`src/rtl/sid_access_arbiter.sv`:
```
// rtl/sid_access_arbiter.sv - Shares the sid8580 register port between the CPU and a paced secondary writer
//
// The CPU always wins the port. Secondary writes are queued in a FIFO and issued
// one at a time on idle 1 MHz SID slots, at most one per MIN_GAP slot ticks.
// Every SID-side output is registered: one clk32 of latency from either requester.
//
// Optional build macro: SID_ARB_PANIC_EN
//   Adds a panic input. Shadows of the voice control registers (0x04, 0x0B, 0x12)
//   are kept, and a panic pulse flushes the queue and replays those registers with
//   the gate bit cleared on the next three eligible slots.
//
// Parameters:
//   FIFO_DEPTH  secondary FIFO entries (power of two, 2..64)
//   MIN_GAP     slot ticks between consecutive secondary writes (1..15)
//
// Ports:
//   clk32, reset               32 MHz clock, asynchronous active-high reset
//   slot_tick                  one-clk32 pulse per SID 1 MHz cycle
//   cpu_cs/we/addr/din         CPU register access
//   ext_valid/ready/addr/data  secondary write request handshake
//   ext_flush                  clears the pending secondary FIFO
//   panic                      (SID_ARB_PANIC_EN only) gate-off request pulse
//   sid_cs/we/addr/din         to sid8580 cs/we/addr/data_in
//   fifo_level                 FIFO occupancy
//   busy                       queue non-empty or a sequence in progress

module sid_access_arbiter #(
    parameter int FIFO_DEPTH = 16,
    parameter int MIN_GAP    = 1
) (
    input  logic                        clk32,
    input  logic                        reset,
    input  logic                        slot_tick,
    input  logic                        cpu_cs,
    input  logic                        cpu_we,
    input  logic [4:0]                  cpu_addr,
    input  logic [7:0]                  cpu_din,
    input  logic                        ext_valid,
    output logic                        ext_ready,
    input  logic [4:0]                  ext_addr,
    input  logic [7:0]                  ext_data,
    input  logic                        ext_flush,
`ifdef SID_ARB_PANIC_EN
    input  logic                        panic,
`endif
    output logic                        sid_cs,
    output logic                        sid_we,
    output logic [4:0]                  sid_addr,
    output logic [7:0]                  sid_din,
    output logic [$clog2(FIFO_DEPTH):0] fifo_level,
    output logic                        busy
);

    localparam int AW = $clog2(FIFO_DEPTH);
    localparam int LW = AW + 1;

`ifdef SID_ARB_PANIC_EN
    typedef enum logic [2:0] {
        S_IDLE, S_WAIT, S_ISSUE, S_PANIC0, S_PANIC1, S_PANIC2
    } state_t;
`else
    typedef enum logic [1:0] {
        S_IDLE, S_WAIT, S_ISSUE
    } state_t;
`endif

    state_t state, state_next;

    // FIFO storage and bookkeeping
    logic [4:0]    mem_addr [FIFO_DEPTH];
    logic [7:0]    mem_data [FIFO_DEPTH];
    logic [AW-1:0] wr_ptr, rd_ptr;
    logic [LW-1:0] count;
    logic          full, empty, flush, push, pop;

    logic [3:0]    gap, gap_after;
    logic          sec_go;
    logic          hold_off;

    logic          nxt_cs, nxt_we;
    logic [4:0]    nxt_addr;
    logic [7:0]    nxt_din;

`ifdef SID_ARB_PANIC_EN
    logic          panic_req, enter_panic, pan_go, in_panic;
    logic [7:0]    sh_04, sh_0b, sh_12;
    logic [4:0]    pan_addr;
    logic [7:0]    pan_din;

    assign in_panic  = (state == S_PANIC0) || (state == S_PANIC1) || (state == S_PANIC2);
    // A pending or running replay blocks new secondary work; the pulse itself flushes.
    assign hold_off  = panic_req;
    assign flush     = ext_flush || panic;
    assign ext_ready = !full && !ext_flush && !panic && !panic_req && !in_panic;
    assign busy      = (count != '0) || (state != S_IDLE) || panic_req;
`else
    assign hold_off  = 1'b0;
    assign flush     = ext_flush;
    assign ext_ready = !full && !ext_flush;
    assign busy      = (count != '0) || (state != S_IDLE);
`endif

    assign full       = (count == LW'(FIFO_DEPTH));
    assign empty      = (count == '0);
    assign push       = ext_valid && ext_ready;
    // The head stays in place until the ISSUE cycle; a flush in that cycle wins.
    assign pop        = (state == S_ISSUE) && !empty && !flush;
    assign fifo_level = count;

    always_ff @(posedge clk32) begin
        if (push) begin
            mem_addr[wr_ptr] <= ext_addr;
            mem_data[wr_ptr] <= ext_data;
        end
    end

    always_ff @(posedge clk32 or posedge reset) begin
        if (reset) begin
            wr_ptr <= '0;
            rd_ptr <= '0;
            count  <= '0;
        end else if (flush) begin
            wr_ptr <= '0;
            rd_ptr <= '0;
            count  <= '0;
        end else begin
            if (push) wr_ptr <= wr_ptr + AW'(1);
            if (pop)  rd_ptr <= rd_ptr + AW'(1);
            case ({push, pop})
                2'b10:   count <= count + LW'(1);
                2'b01:   count <= count - LW'(1);
                default: count <= count;
            endcase
        end
    end

    // Gap counter: value after this cycle's tick decrement, saturating at zero.
    assign gap_after = (slot_tick && gap != 4'd0) ? gap - 4'd1 : gap;

    always_ff @(posedge clk32 or posedge reset) begin
        if (reset)                 gap <= 4'd0;
        else if (state == S_ISSUE) gap <= 4'(MIN_GAP);
        else                       gap <= gap_after;
    end

    // Next-state logic
    always_comb begin
        state_next = state;
        sec_go     = 1'b0;
`ifdef SID_ARB_PANIC_EN
        enter_panic = 1'b0;
        pan_go      = 1'b0;
`endif
        case (state)
            S_IDLE: begin
                if (hold_off) begin
`ifdef SID_ARB_PANIC_EN
                    enter_panic = 1'b1;
                    state_next  = S_PANIC0;
`endif
                end else if (!empty) begin
                    state_next = S_WAIT;
                end
            end
            S_WAIT: begin
                if (hold_off) begin
`ifdef SID_ARB_PANIC_EN
                    enter_panic = 1'b1;
                    state_next  = S_PANIC0;
`endif
                end else if (empty) begin
                    state_next = S_IDLE;
                end else if (slot_tick && gap_after == 4'd0 && !cpu_cs) begin
                    sec_go     = 1'b1;
                    state_next = S_ISSUE;
                end
            end
            S_ISSUE: state_next = S_IDLE;
`ifdef SID_ARB_PANIC_EN
            // Replay writes ignore MIN_GAP but still lose a slot to the CPU.
            S_PANIC0: if (slot_tick && !cpu_cs) begin pan_go = 1'b1; state_next = S_PANIC1; end
            S_PANIC1: if (slot_tick && !cpu_cs) begin pan_go = 1'b1; state_next = S_PANIC2; end
            S_PANIC2: if (slot_tick && !cpu_cs) begin pan_go = 1'b1; state_next = S_IDLE;   end
`endif
            default: state_next = S_IDLE;
        endcase
    end

    always_ff @(posedge clk32 or posedge reset) begin
        if (reset) state <= S_IDLE;
        else       state <= state_next;
    end

`ifdef SID_ARB_PANIC_EN
    always_comb begin
        pan_addr = 5'h04;
        pan_din  = sh_04 & 8'hFE;
        if (state == S_PANIC1) begin
            pan_addr = 5'h0B;
            pan_din  = sh_0b & 8'hFE;
        end else if (state == S_PANIC2) begin
            pan_addr = 5'h12;
            pan_din  = sh_12 & 8'hFE;
        end
    end

    always_ff @(posedge clk32 or posedge reset) begin
        if (reset)            panic_req <= 1'b0;
        else if (panic)       panic_req <= 1'b1;
        else if (enter_panic) panic_req <= 1'b0;
    end
`endif

    // Output selection: CPU first, then the queued write, otherwise idle with
    // address/data held.
    always_comb begin
        nxt_cs   = 1'b0;
        nxt_we   = 1'b0;
        nxt_addr = sid_addr;
        nxt_din  = sid_din;
        if (cpu_cs) begin
            nxt_cs   = 1'b1;
            nxt_we   = cpu_we;
            nxt_addr = cpu_addr;
            nxt_din  = cpu_din;
        end else if (sec_go) begin
            nxt_cs   = 1'b1;
            nxt_we   = 1'b1;
            nxt_addr = mem_addr[rd_ptr];
            nxt_din  = mem_data[rd_ptr];
`ifdef SID_ARB_PANIC_EN
        end else if (pan_go) begin
            nxt_cs   = 1'b1;
            nxt_we   = 1'b1;
            nxt_addr = pan_addr;
            nxt_din  = pan_din;
`endif
        end
    end

    always_ff @(posedge clk32 or posedge reset) begin
        if (reset) begin
            sid_cs   <= 1'b0;
            sid_we   <= 1'b0;
            sid_addr <= 5'd0;
            sid_din  <= 8'd0;
        end else begin
            sid_cs   <= nxt_cs;
            sid_we   <= nxt_we;
            sid_addr <= nxt_addr;
            sid_din  <= nxt_din;
        end
    end

`ifdef SID_ARB_PANIC_EN
    always_ff @(posedge clk32 or posedge reset) begin
        if (reset) begin
            sh_04 <= 8'd0;
            sh_0b <= 8'd0;
            sh_12 <= 8'd0;
        end else if (nxt_cs && nxt_we) begin
            case (nxt_addr)
                5'h04:   sh_04 <= nxt_din;
                5'h0B:   sh_0b <= nxt_din;
                5'h12:   sh_12 <= nxt_din;
                default: ;
            endcase
        end
    end
`endif

endmodule

```
`config.mk`:
```
export PLATFORM = sky130hd
export DESIGN_NAME = sid_access_arbiter
export DESIGN_NICKNAME = d
export VERILOG_FILES = /design/src/rtl/sid_access_arbiter.sv
export SDC_FILE = /design/constraint.sdc
export NUM_CORES = 1
export LEC_CHECK = 0
export BUFFER_PORTS_ARGS = -buffer_cell sky130_fd_sc_hd__buf_2
export CAP_MARGIN = 20
export CORE_ASPECT_RATIO = 1.5
export CORE_MARGIN = 2
export CORE_UTILIZATION = 55
export CTS_CLUSTER_SIZE = 10
export DETAILED_ROUTE_END_ITERATION = 16
export PLACE_DENSITY = 0.86
export SLEW_MARGIN = 25
export SYNTH_ARGS = -nofsm -noshare
export SYNTH_HDL_FRONTEND = slang
export SYNTH_SLANG_ARGS = --single-unit
```
`constraint.sdc`:
```
create_clock -name clk32 -period 2.3 [get_ports clk32]
set_input_delay 0.46 -clock clk32 [delete_from_list [all_inputs] [get_ports clk32]]
set_output_delay 0.46 -clock clk32 [all_outputs]
set_load 0.02 [all_outputs]
```
==> results.py <==
metrics = {
    "sta": {
        "clock_skew_ps": 17.3,
        "min_period_over_period_pct": 116,
        "finalHoldViolCount": 0,
        "max_slew_margin_pct": 42.9,
        "finalSetupViolations": 5,
        "max_freq_mhz": 374,
        "worstMarginPinSlew_ps": 856,
        "period_needed_ps": 2680,
        "rsz0062_at_grt": "true",
        "slew_violations": 0,
        "setup_slack_ps": -377,
    },
    "route": {
        "routedWlPerCell_um": 25.1,
        "drtPass1Iterations": 5,
        "drc": 0,
        "ant_nets": 0,
        "vias": 5721,
        "viasPerCell": 6.41,
        "drt_iter0_markers": 520,
        "wl_mm": 22.4,
    },
    "cells_and_area": {
        "multi_input_area_sq_mm": 0.00287,
        "diodes": 0,
        "final_cells": 892,
        "final_common_cell": "edfxtp_1",
        "drive_above_1_share_pct": 36.7,
        "layout_common_cells": "208 x edfxtp_1, 53 x buf_2, 52 x mux4_2",
        "fill_cells": 1086,
        "syn2layout_area_growth_pct": 18.6,
        "nets": 694,
        "ff_latch_area_sq_mm": 0.00710,
    },
    "logic_synthesis": {
        "syn_nets": 589,
        "yosys.area_share.xor_xnor_pct": 0.771,
        "synth_edf_count": 208,
        "synthFlopType": "edfxtp_1",
        "syn-cell-area_sq_mm": 0.0101,
        "async_reset_ff_share_pct": 14.0,
        "synth-simple-area-share_pct": 5.63,
        "synthAdderAreaFrac_pct": 0.995,
        "yosysWarnings": 0,
        "synth_compound_area_share_pct": 5.38,
        "avgSynthCellArea_sq_um": 18.4,
        "synth.yosys.seq_area_share_pct": 70.5,
        "synth-seq-cells": 242,
        "syn_inst": 548,
        "ys_types": 54,
        "synthMuxAreaShare_pct": 14.8,
        "synth_top_family_by_area": "multiplexers",
    },
    "clock_tree": {
        "cts_root_buf": "clkbuf_16",
        "cts.clk_slew.worst_paths_ps": 60,
        "clk_path_buf_depth": 3,
        "clkLatencyLatePin_ps": 540,
        "htreeDepth": 1,
        "clock_sinks": 242,
        "cts_buffers": 28,
        "cts_tree": "done",
    },
    "critical_path": {
        "reg2reg_depth": 10,
        "r2r_start": "fifo_level[0]$_DFFE_PP0P_",
        "crit_cells": 4,
        "setup.worst_path.start": "fifo_level[1]$_DFFE_PP0P_",
        "crit_type": "reg2out",
        "cp_top_family": "simple AND/OR/NAND/NOR gates",
        "crit_required_ps": 1840,
        "cp-start-kind": "flop",
        "endpoint": "busy",
        "endpoint_kind": "output pin",
        "worst-path-buf-inv": 2,
        "arrival_ps": 2220,
        "cpPeakStageDelay_ps": 540,
        "r2r_slack_ps": -280,
        "crit_slowest_cell": "or4_4",
        "cp_max_fo": 5,
        "reg2reg_to": "fifo_level[4]$_DFFE_PP0P_",
        "crit_chain": "buf_6 -> or4_4 -> or4_4 -> buf_6",
    },
    "floorplanning": {
        "die-area_sq_mm": 0.0194,
        "core_sq_mm": 0.0179,
        "die_x_um": 114,
        "start_util_pct": 56.1,
        "num_rows": 60,
        "ios": 55,
        "die_height_um": 170,
    },
    "global_routing": {
        "grt_pass1_wl_mm": 33.3,
        "antenna_found_initial": 0,
        "grt_max_degree": 56,
        "track_usage_pct": 22.8,
        "gr-total-overflow": 0,
        "grt_pass1_vias": 5872,
    },
    "power_and_ir_drop": {
        "peakVddDrop_v": 0.000511,
        "power_density_mw_per_mm2": 809,
        "p_leak_nw": 4.00,
        "p_total_w": 0.00966,
    },
    "hold_path": {
        "min-delay-path-class": "in2async",
    },
    "run": {
        "cap_viol_max_count": 0,
    },
    "placement": {
        "gp_congestion": 0.880,
        "dp_cells": 828,
        "port_buffers": 54,
        "dp_hpwl_mm": 13.4,
        "pre_cts_slack_ps": -167,
    },
    "status": {
        "outcome": "finished with violations",
        "violations": "negative setup slack",
    },
}
[sequential cells by signal, indices dropped and copies added, names as in the netlist]
name / flops
sid_cs: 1
mem_data: 128
gap: 4
sid_din: 8
mem_addr: 80
sid_we: 1
state: 2
wr_ptr: 4
rd_ptr: 4
sid_addr: 5
fifo_level: 5
[worst min-delay path by stage]
| stage | to |
|---|---|
| finish | rd_ptr[0]$_DFFE_PP0P_ |
| global route | sid_we$_DFF_PP0_ |
| detailed placement | sid_addr[1]$_DFFE_PP0P_ |
| global placement | sid_din[1]$_DFFE_PP0P_ |
| CTS | sid_we$_DFF_PP0_ |
| floorplan | wr_ptr[0]$_DFFE_PP0P_ |
[timing repair]
action	4_1_cts	5_1_grt
setup buffers	3	8
hold buffers	0	0
endpoints found under the setup margin	50	125
cloned	0	1
gates resized for setup	16	20
pin swaps	1	5
[metrics by stage]
step	utilization, %	hold WS, ps	TNS (ps)	cell area (sq um)
global route	66.5	127	-1420	11900
CTS	65.8	114	-707	11800
global placement	60.8	543	-14.7	10900
finish	66.5	104	-939	11900
detailed placement	60.8	554	-1550	10900
floorplan	-	530	-147	10100
[layout make-up]
cell class	count	area share, %
repair inverters	1	0.0524
well taps	217	2.27
inverters	9	0.325
flip-flops and latches	242	59.5
clock buffers	50	6.56
clock inverters	2	0.210
repair buffers	105	7.03
multi-input cells	266	24.0
[synthesized netlist by cell type (10+ instances only)]
cell type / count / area, sq um
a21oi_1: 29 / 145
nor2b_1: 15 / 93.8
mux4_2: 52 / 1170
clkbuf_1: 16 / 60.1
mux2_2: 13 / 146
edfxtp_1: 208 / 6250
nand2_1: 29 / 109
mux2i_1: 17 / 170
dfrtp_1: 34 / 851
and2_1: 10 / 62.6
nor2_1: 14 / 52.6
[per-layer routing]
layer  wire, um  global-route usage, %  vias up
met3       1530                   3.25       85
met1       8020                   27.8     2900
li1           -                      -     2401
met5          0                      0        -
met4        917                   9.76        0
met2      11900                   40.5      335
[worst reg2reg max path, cell delays in order (launching register included)]
cell	delay, ps
dfrtp_1	410
buf_4	150
o41a_1	440
a2111oi_4	270
xor2_1	120
ha_2	210
o31ai_2	220
o2111ai_1	150
o21ai_1	140
mux2i_1	230
o211ai_1	110
[power by group]
part           internal, W  total (W)  switching, W
sequential         0.00487    0.00494     0.0000646
clock              0.00229    0.00392       0.00164
combinational     0.000341   0.000794      0.000453
total              0.00750    0.00966       0.00215
[cell families after synthesis]
group | Yosys count
fa+ha+maj | 8
compound gates | 67
flops | 242
buf+inv | 40
mux | 82
simple gates | 101
xor+xnor | 8
Note: power is estimated with default switching activity, not from simulation.
